$ cat src/rtl/io_sequence_monitor.sv
// io_sequence_monitor: walks a programmable table of masked pad-bus patterns in order under a cycle budget.
// Build option IO_SEQ_MON_HOLD_EN: a stage must match for 4 consecutive cycles before it advances.
module io_sequence_monitor #(
    parameter int WIDTH  = 38,
    parameter int STAGES = 4,
    parameter int TMO_W  = 18
) (
    input  logic             wb_clk_i,
    input  logic             wb_rst_i,
    input  logic [WIDTH-1:0] sample_i,
    input  logic             prog_we_i,
    input  logic [3:0]       prog_idx_i,
    input  logic [WIDTH-1:0] prog_mask_i,
    input  logic [WIDTH-1:0] prog_val_i,
    input  logic [TMO_W-1:0] tmo_limit_i,
    input  logic             start_i,
    input  logic             abort_i,
    output logic             busy_o,
    output logic             pass_o,
    output logic             fail_o,
    output logic             tmo_o,
    output logic [3:0]       stage_o,
    output logic [3:0]       fail_stage_o
);

    typedef enum logic [1:0] {
        ST_IDLE = 2'd0,
        ST_RUN  = 2'd1,
        ST_PASS = 2'd2,
        ST_FAIL = 2'd3
    } state_t;

    state_t           state_q, state_d;
    logic [3:0]       stage_q, stage_d;
    logic [3:0]       fstage_q, fstage_d;
    logic [TMO_W-1:0] cnt_q, cnt_d;
    logic             pass_q, pass_d;
    logic             fail_q, fail_d;
    logic             tmo_q, tmo_d;
    logic [WIDTH-1:0] mask_q [STAGES];
    logic [WIDTH-1:0] val_q  [STAGES];
    logic [WIDTH-1:0] cur_mask_s, cur_val_s;
    logic             match_s, advance_s, last_s;

`ifdef IO_SEQ_MON_HOLD_EN
    logic [1:0]       hold_q, hold_d;
`endif

    // Pattern table: writable only while no sequence is running
    always_ff @(posedge wb_clk_i or posedge wb_rst_i) begin
        if (wb_rst_i) begin
            for (int k = 0; k < STAGES; k++) begin
                mask_q[k] <= {WIDTH{1'b0}};
                val_q[k]  <= {WIDTH{1'b0}};
            end
        end else begin
            for (int k = 0; k < STAGES; k++) begin
                if (prog_we_i && (state_q != ST_RUN) && (prog_idx_i == 4'(k))) begin
                    mask_q[k] <= prog_mask_i;
                    val_q[k]  <= prog_val_i;
                end
            end
        end
    end

    // Select the active stage's pattern and evaluate the masked compare
    always_comb begin
        cur_mask_s = {WIDTH{1'b0}};
        cur_val_s  = {WIDTH{1'b0}};
        for (int k = 0; k < STAGES; k++) begin
            cur_mask_s = cur_mask_s | ({WIDTH{stage_q == 4'(k)}} & mask_q[k]);
            cur_val_s  = cur_val_s  | ({WIDTH{stage_q == 4'(k)}} & val_q[k]);
        end
        match_s = ((sample_i & cur_mask_s) == (cur_val_s & cur_mask_s));
        last_s  = (stage_q == 4'(STAGES - 1));
`ifdef IO_SEQ_MON_HOLD_EN
        advance_s = match_s && (hold_q == 2'd3);
`else
        advance_s = match_s;
`endif
    end

    // Sequencer next-state: abort beats match, match beats timeout
    always_comb begin
        state_d  = state_q;
        stage_d  = stage_q;
        fstage_d = fstage_q;
        cnt_d    = cnt_q;
        pass_d   = pass_q;
        fail_d   = fail_q;
        tmo_d    = tmo_q;
`ifdef IO_SEQ_MON_HOLD_EN
        hold_d   = hold_q;
`endif
        case (state_q)
            ST_RUN: begin
                cnt_d = (cnt_q == {TMO_W{1'b1}}) ? cnt_q : cnt_q + TMO_W'(1);
`ifdef IO_SEQ_MON_HOLD_EN
                hold_d = (match_s && !advance_s) ? hold_q + 2'd1 : 2'd0;
`endif
                if (abort_i) begin
                    state_d  = ST_FAIL;
                    fail_d   = 1'b1;
                    tmo_d    = 1'b0;
                    fstage_d = stage_q;
                end else if (advance_s) begin
                    // On STAGES=16 the final stage_o wraps to 0; pass_o carries the result
                    stage_d = stage_q + 4'd1;
                    if (last_s) begin
                        state_d = ST_PASS;
                        pass_d  = 1'b1;
                    end else begin
                        state_d = ST_RUN;
                    end
                end else if (cnt_q == tmo_limit_i) begin
                    state_d  = ST_FAIL;
                    fail_d   = 1'b1;
                    tmo_d    = 1'b1;
                    fstage_d = stage_q;
                end else begin
                    state_d = ST_RUN;
                end
            end
            ST_IDLE, ST_PASS, ST_FAIL: begin
                if (start_i) begin
                    state_d  = ST_RUN;
                    stage_d  = 4'd0;
                    fstage_d = 4'd0;
                    cnt_d    = {TMO_W{1'b0}};
                    pass_d   = 1'b0;
                    fail_d   = 1'b0;
                    tmo_d    = 1'b0;
`ifdef IO_SEQ_MON_HOLD_EN
                    hold_d   = 2'd0;
`endif
                end else begin
                    state_d = state_q;
                end
            end
            default: begin
                state_d = ST_IDLE;
            end
        endcase
    end

    // Sequencer state and status registers
    always_ff @(posedge wb_clk_i or posedge wb_rst_i) begin
        if (wb_rst_i) begin
            state_q  <= ST_IDLE;
            stage_q  <= 4'd0;
            fstage_q <= 4'd0;
            cnt_q    <= {TMO_W{1'b0}};
            pass_q   <= 1'b0;
            fail_q   <= 1'b0;
            tmo_q    <= 1'b0;
`ifdef IO_SEQ_MON_HOLD_EN
            hold_q   <= 2'd0;
`endif
        end else begin
            state_q  <= state_d;
            stage_q  <= stage_d;
            fstage_q <= fstage_d;
            cnt_q    <= cnt_d;
            pass_q   <= pass_d;
            fail_q   <= fail_d;
            tmo_q    <= tmo_d;
`ifdef IO_SEQ_MON_HOLD_EN
            hold_q   <= hold_d;
`endif
        end
    end

    assign busy_o       = (state_q == ST_RUN);
    assign pass_o       = pass_q;
    assign fail_o       = fail_q;
    assign tmo_o        = tmo_q;
    assign stage_o      = stage_q;
    assign fail_stage_o = fstage_q;

endmodule

$ cat config.mk
export PLATFORM = sky130hd
export DESIGN_NAME = io_sequence_monitor
export DESIGN_NICKNAME = d
export VERILOG_FILES = /design/src/rtl/io_sequence_monitor.sv
export SDC_FILE = /design/constraint.sdc
export NUM_CORES = 1
export LEC_CHECK = 0
export BUFFER_PORTS_ARGS = -buffer_cell sky130_fd_sc_hd__buf_2
export CELL_PAD_IN_SITES_DETAIL_PLACEMENT = 1
export CELL_PAD_IN_SITES_GLOBAL_PLACEMENT = 2
export CORE_UTILIZATION = 41
export CTS_BUF_LIST = sky130_fd_sc_hd__clkbuf_16
export CTS_CLUSTER_DIAMETER = 50
export DETAILED_ROUTE_END_ITERATION = 7
export PLACE_DENSITY_LB_ADDON = 0.1
export SLEW_MARGIN = 20
export SYNTH_ARGS = -nofsm -noshare
export SYNTH_HDL_FRONTEND = slang
export SYNTH_SLANG_ARGS = --single-unit
$ cat constraint.sdc
create_clock -name wb_clk_i -period 11.7 [get_ports wb_clk_i]
set_input_delay 0.585 -clock wb_clk_i [delete_from_list [all_inputs] [get_ports wb_clk_i]]
set_output_delay 0.585 -clock wb_clk_i [all_outputs]
set_load 0.005 [all_outputs]
==> results_dict.tcl, run 1 <==
set metrics [dict create \
    yosysTopAreaCellShare_pct 55.5 \
    synthTopCellsByArea "dfrtp_1, mux2_2, a22oi_1, a22o_1, xor2_1" \
    reg2regPathDepth 11 \
    tns_ps 0 \
    syn_to_final_growth_pct 16.8 \
    grt-ovfl-total 0 \
    synth_compound_area_share_pct 11.7 \
    end_kind "flop" \
    ir_drop_uv 91.2 \
    synth_cell_types 52 \
    path_max_fanout 58 \
    clockRootBuffer "clkbuf_16" \
    insertion_delay_ps 530 \
    synthMuxAreaShare_pct 22.9 \
    whs_ps 255 \
    drv_cap 0 \
    vias 10200 \
    io_buffers 152 \
    max_slew_margin_pct 27.2 \
    drtIter0Drc 415 \
    antenna_found_initial 7 \
    max_freq_mhz 232 \
    r2r-end "stage_o[1]" \
    yosysSeqAreaShare_pct 55.5 \
    synth_nets 1282 \
    nNetsFinal 1422 \
    cts_resized 0 \
    rows 69 \
    final-hold-violation-count 0 \
    grt_max_degree 130 \
    worstSetupStartpoint "stage_o[0]" \
    reg2reg_slack_ps 7380 \
    power_w 0.00360 \
    synthArstFlopShare_pct 100 \
    finalSetupViolCount 0 \
    finClkSkew_ps 11.7 \
    max-clock-path-buffers 3 \
    numCtsBuffers 42 \
    cts_tree "built" \
    timing.final.crit_share_pct 36.9 \
    fin_util_pct 49.2 \
    ant_nets 0 \
    synth_top_cell_by_area "dfrtp_1" \
    status "finished clean" \
    finalWirelength_um 43100 \
    start_util_pct 42.1 \
    slew_violations 0 \
    crit_path_start_kind "flop" \
    grt_pass1_vias 10900 \
    rsz0062_at_grt "false" \
    cts_hold_buf 0 \
    dr.pass1.iters 4 \
    clkTransAtPathRegs_ps 60 \
    power_leakage_nw 8.17 \
    route.detailed.drc 0 \
    place_inst 1693 \
    fp.dieW_um 194 \
    netlist_area_mm2 0.0151 \
    critPathKind "reg2reg" \
    h-tree-depth 2 \
    synth-adder-area-share_pct 0.414 \
    worstMarginPinSlew_ps 1090 \
    netlist_instances 1136 \
    synth_edf_count 0 \
    post-cts-setup-buffers 0 \
    drive_gt1_share_pct 42.6 \
    grtUsageTotal_pct 23.3 \
    dp_hpwl_um 27900 \
    yosysWarnings 0 \
    io_pins 153 \
    wl_per_cell_um 24.3 \
    synth.most_common_cell "dfrtp_1" \
    via_per_inst 5.74 \
    die_y_um 194 \
    ys_top_cells_by_count "dfrtp_1, mux2_2, a22oi_1, nand2_1" \
    critPathArrivalTime_ps 4720 \
    clock-sinks 335 \
    worstPathRequired_ps 12100 \
    yosys.area_share.xor_xnor_pct 2.67 \
    crit_end "stage_o[1]" \
    dieArea_mm2 0.0376 \
    min_path_type "in2async" \
    synth_top_family_by_area "multiplexers" \
    place_congestion 0.737 \
    coreArea_mm2 0.0359 \
    synth_flop_cell "dfrtp_1" \
    min_period_ps 4320 \
    rr_startpoint "stage_o[0]" \
    synth_seq_cells 335 \
    synth-simple-area-share_pct 4.66 \
    grt_pass1_wl_um 67300 \
    powerDensity_mw_per_mm2 204 \
    postSynthAreaPerCell_um2 13.3 \
    finalNonFillerCells 1772 \
]
[logic make-up (layout without fill, tap and decap cells)]
group	count (synthesis)	count (layout)
other	0	3
adder cells (fa/ha/maj)	5	5
AO/OA/AOI/OAI	235	235
AND/OR/NAND/NOR	132	132
buffers and inverters	76	248
multiplexers	307	307
flip-flops	335	335
XOR/XNOR	46	46
[layout make-up]
type / instances / area [µm²]
clock buffer: 45 / 1130
clock inverter: 31 / 213
tap: 461 / 577
sequential: 335 / 8380
fill: 3667 / 18300
timing repair buffer: 165 / 858
antenna: 3 / 7.51
multi-input combinational: 725 / 6460
inverter: 7 / 33.8
[flip-flops by register name (all words and copies together) (netlist names)]
signal / count
cnt_q: 18
fail_o: 1
fail_stage_o: 4
mask_q: 152
pass_o: 1
stage_o: 4
state_q: 2
tmo_o: 1
val_q: 152
[worst min-delay path by stage]
stage / from / to / slack (ps)
2_1_floorplan: fail_o / fail_o / 470
3_3_place_gp: fail_stage_o[3] / fail_stage_o[3] / 470
3_5_place_dp: fail_stage_o[2] / fail_stage_o[2] / 490
4_1_cts: wb_rst_i / val_q[53] / 300
5_1_grt: prog_val_i[0] / val_q[114] / 330
6_report: wb_rst_i / val_q[57] / 250
[routing by layer]
layer  up-vias  GRT usage, %  routed length, µm
met5         -             0                 29
met4         6          6.94               1110
met3        67          3.65               1870
met2       195          35.6              19600
met1      5359          34.1              20500
li1       4550             -                  -
[critical path, stage by stage (launching register included)]
cell and delay, ps:
dfrtp_1 500, inv_1 230, ha_4 360, buf_4 710, a22oi_1 220, and3_1 250, o21ai_0 190, o2111ai_1 210
nor4_2 580, nand3_1 200, a21oi_2 330, mux2_1 360
[power by group]
group	switching (W)	total, W	leakage (nW)	internal [W]
Clock	0.000509	0.00125	0.668	0.000739
Sequential	0.000162	0.00161	4.33	0.00145
Combinational	0.000372	0.000742	3.18	0.000369
Total	0.00104	0.00360	8.17	0.00256
[placed cells by master, fill, tap and decap left out, types with 4 or more instances in the layout]
master / n
xnor2_1: 22
and3_1: 24
nand3_1: 7
ha_4: 4
a221oi_1: 20
o21ai_0: 29
buf_4: 13
xor2_1: 24
nand4_1: 9
clkinv_2: 5
dfrtp_1: 335
inv_1: 10
nor3_1: 5
buf_2: 152
a21oi_1: 29
mux2_2: 304
clkinv_4: 4
a221oi_2: 8
clkinv_1: 12
nor2_1: 25
a22oi_1: 96
clkbuf_16: 45
nand2_1: 43
a22o_1: 28
o2111ai_1: 8
[metrics by stage]
| step | worst slack [ps] | area (µm²) |
|---|---|---|
| floorplan | 1830 | 15100 |
| CTS | 7250 | 17700 |
| finish | 7380 | 17700 |
| global route | 7110 | 17700 |
| global placement | 7340 | 16300 |
| detailed placement | 7260 | 16300 |
No activity file was read; power rests on OpenSTA's default activity.
==> run 2, diff against run 1 <==
--- a/config.mk
+++ b/config.mk
@@ -5,10 +5,11 @@
 export SDC_FILE = /design/constraint.sdc
 export NUM_CORES = 1
 export LEC_CHECK = 0
+export ABC_AREA = 1
 export BUFFER_PORTS_ARGS = -buffer_cell sky130_fd_sc_hd__buf_2
 export CELL_PAD_IN_SITES_DETAIL_PLACEMENT = 1
 export CELL_PAD_IN_SITES_GLOBAL_PLACEMENT = 2
-export CORE_UTILIZATION = 41
+export CORE_UTILIZATION = 32
 export CTS_BUF_LIST = sky130_fd_sc_hd__clkbuf_16
 export CTS_CLUSTER_DIAMETER = 50
 export DETAILED_ROUTE_END_ITERATION = 7
==> constraint.sdc (replaced) <==
create_clock -name wb_clk_i -period 3.5 [get_ports wb_clk_i]
set_input_delay 0.175 -clock wb_clk_i [delete_from_list [all_inputs] [get_ports wb_clk_i]]
set_output_delay 0.175 -clock wb_clk_i [all_outputs]
set_load 0.005 [all_outputs]
==> run 2 against run 1 <==
Effect of this change:
- clock skew up 6.5 ps
- area after synthesis increased by 4.2%
- final cell count is 65% higher
- synthesized cell count is 78% higher
- clock-buffer cell count up 7
- register-to-register slack worse by 7100 ps
- die area rose by 33%
- power rose to 4.1 times the previous value
- first-iteration DRC count up 110%
- sequential power grew to 3.9 times the previous value
- critical path type unchanged
- highest routed layer is now met4
==> results_dict.tcl, run 2 <==
set metrics [dict create \
    use_met1_pct 32.1 \
    min_path_type "in2reg" \
    fp.dieW_um 224 \
    critPathKind "reg2reg" \
    crit_path_start_kind "flop" \
    yosysSeqAreaShare_pct 53.2 \
    nFillCells 5774 \
    min_path_cells 3 \
    worstMarginPinSlew_ps 800 \
    slew_violations 0 \
    start_util_pct 32.7 \
    synth_cell_types 30 \
    drive_gt1_share_pct 12.4 \
    final_common_cell "nand2_1" \
    status "finished clean" \
    multi_input_area_mm2 0.00631 \
    numCtsBuffers 51 \
    clockRootBuffer "clkbuf_16" \
    synth_edf_count 0 \
    path_max_fanout 21 \
    synthTopCellsByArea "dfrtp_1, nand2_1, o21ai_0, nand3_1, inv_1" \
    synth.most_common_cell "nand2_1" \
    syn_to_final_growth_pct 25.8 \
    crit_top_cell "nand2_1" \
    tns_ps 0 \
    insertion_delay_ps 590 \
    via_per_inst 4.77 \
    yosysTopAreaCellShare_pct 53.2 \
    finalSetupViolCount 0 \
    num_antenna_cells 0 \
    dr.pass1.iters 5 \
    io_buffers 152 \
    grt-ovfl-total 0 \
    place_inst 2758 \
    met3_usage_pct 2.49 \
    final_area_mm2 0.0198 \
    layout_common_cells "nand2_1, o21ai_0, dfrtp_1" \
    grt_pass1_vias 14200 \
    cp_top_family "simple AND/OR/NAND/NOR gates" \
    clock-sinks 335 \
    postSynthAreaPerCell_um2 7.77 \
    clkTransAtPathRegs_ps 60 \
    wl_per_cell_um 17.9 \
    route.detailed.drc 0 \
    finalWirelength_um 52400 \
    timing.final.crit_share_pct 90.5 \
    finClkSkew_ps 18.2 \
    nNetsFinal 2379 \
    critPathArrivalTime_ps 3610 \
    grt_max_degree 153 \
    path_cells "inv_1 > ha_1 > buf_6 > nand2_1 > o21ai_0 > o21ai_0 > nand3_1 > nand2_1 > nor2_1 > nand2_1 > nor2_2 > nand3_4 > nand2_1 > o21ai_0" \
    ant_nets 0 \
    netlist_area_mm2 0.0157 \
    power_leakage_nw 10.0 \
    path_depth 14 \
    end_kind "flop" \
    reg_top3 "mask_q: 152 flops, val_q: 152 flops, cnt_q: 18 flops" \
    grt_use_met2_pct 32.9 \
    area.sequential_mm2 0.00838 \
    max_freq_mhz 316 \
    die_y_um 224 \
    place_congestion 0.785 \
    final-hold-violation-count 0 \
    drv_cap 0 \
    synth_flop_cell "dfrtp_1" \
    max-clock-path-buffers 3 \
    vias 14000 \
    ys_top_cells_by_count "nand2_1, o21ai_0, dfrtp_1, inv_1, nand3_1" \
    synth_top_cell_by_area "dfrtp_1" \
    cts_tree "built" \
    finalNonFillerCells 2930 \
    drtIter0Drc 878 \
    worstPathRequired_ps 3950 \
    h-tree-depth 2 \
    synth_nets 2172 \
    grt_pass1_wl_um 83900 \
    powerDensity_mw_per_mm2 744 \
    synth_seq_cells 335 \
    coreArea_mm2 0.0481 \
    slowest_delay_ps 470 \
    io_pins 153 \
    min_period_ps 3170 \
    place_area_mm2 0.0173 \
    place_ws_ps 157 \
    ir_drop_uv 313 \
    layout_setup_ws_ps 332 \
    yosysWarnings 0 \
    critPathBufInv 2 \
    antenna_found_initial 0 \
    dieArea_mm2 0.0501 \
    grtUsageTotal_pct 21.5 \
    busiest_layer "met2" \
    reg2regPathDepth 14 \
    synthArstFlopShare_pct 100 \
    cpMaxStageDelayCell "dfrtp_1" \
    rows 80 \
    max_slew_margin_pct 46.7 \
    dp_hpwl_um 33600 \
    netlist_instances 2026 \
]
[run 2: metal layers]
layer  routed length [µm]  part of all wire [%]  vias up
met5                    0                     0        -
met4                  997                   1.9        0
met3                 1400                   2.7       65
met2                23000                    44      190
met1                27000                    51     6799
li1                     -                     -     6917
[run 2: repair_timing]
action,CTS,global route
gates resized for setup,0,2
hold endpoints to repair,317,0
setup buffers,0,0
setup endpoints to repair,0,9
hold buffers,78,0
[run 2: area by class of cell]
type                            instances  share of cell area [%]
Inverter                              175                    3.33
Multi-Input combinational cell       1410                    31.8
Tap cell                              656                    4.14
Clock buffer                           52                    6.57
Timing Repair Buffer                  260                    9.88
Sequential cell                       335                    42.3
Clock inverter                         42                    1.93
[run 2: power by group]
part           switching, W  leakage [nW]  internal (W)
combinational       0.00209          4.81       0.00132
sequential         0.000846          4.36       0.00543
clock               0.00197         0.833       0.00309
[run 2: logic make-up (layout without fill, tap and decap cells)]
| group | after synthesis | after routing | share of synthesized area [%] |
|---|---|---|---|
| adder cells (fa/ha/maj) | 5 | 5 | 0.397 |
| AND/OR/NAND/NOR | 1009 | 1009 | 26.3 |
| flip-flops | 335 | 335 | 53.2 |
| XOR/XNOR | 16 | 16 | 0.890 |
| buffers and inverters | 281 | 529 | 6.97 |
| AO/OA/AOI/OAI | 380 | 380 | 12.2 |
[run 2: stage by stage]
step	hold slack [ps]	utilization [%]	total power [W]
floorplan	337	-	0.00841
global placement	267	36.0	0.00956
detailed placement	268	36.0	0.00971
CTS	2.21	41.1	0.0149
global route	51.5	41.2	0.0158
finish	22.6	41.2	0.0147
[run 2: tightest hold or removal path, cell delays in order]
cell     delay (ps)
buf_2           110
inv_1           120
o21ai_0         170
[run 2: final timing paths]
| path | from | endpoint | slack [ps] |
|---|---|---|---|
| worst max-delay path | stage_o[1] | stage_o[2] | 330 |
| worst min-delay path | prog_mask_i[26] | mask_q[140] | 20 |
| worst max register to register | stage_o[1] | stage_o[2] | 330 |
| worst min register to register | mask_q[115] | mask_q[115] | 480 |
| max in group asynchronous | wb_rst_i | mask_q[73] | 2460 |
| min in group asynchronous | wb_rst_i | val_q[28] | 200 |
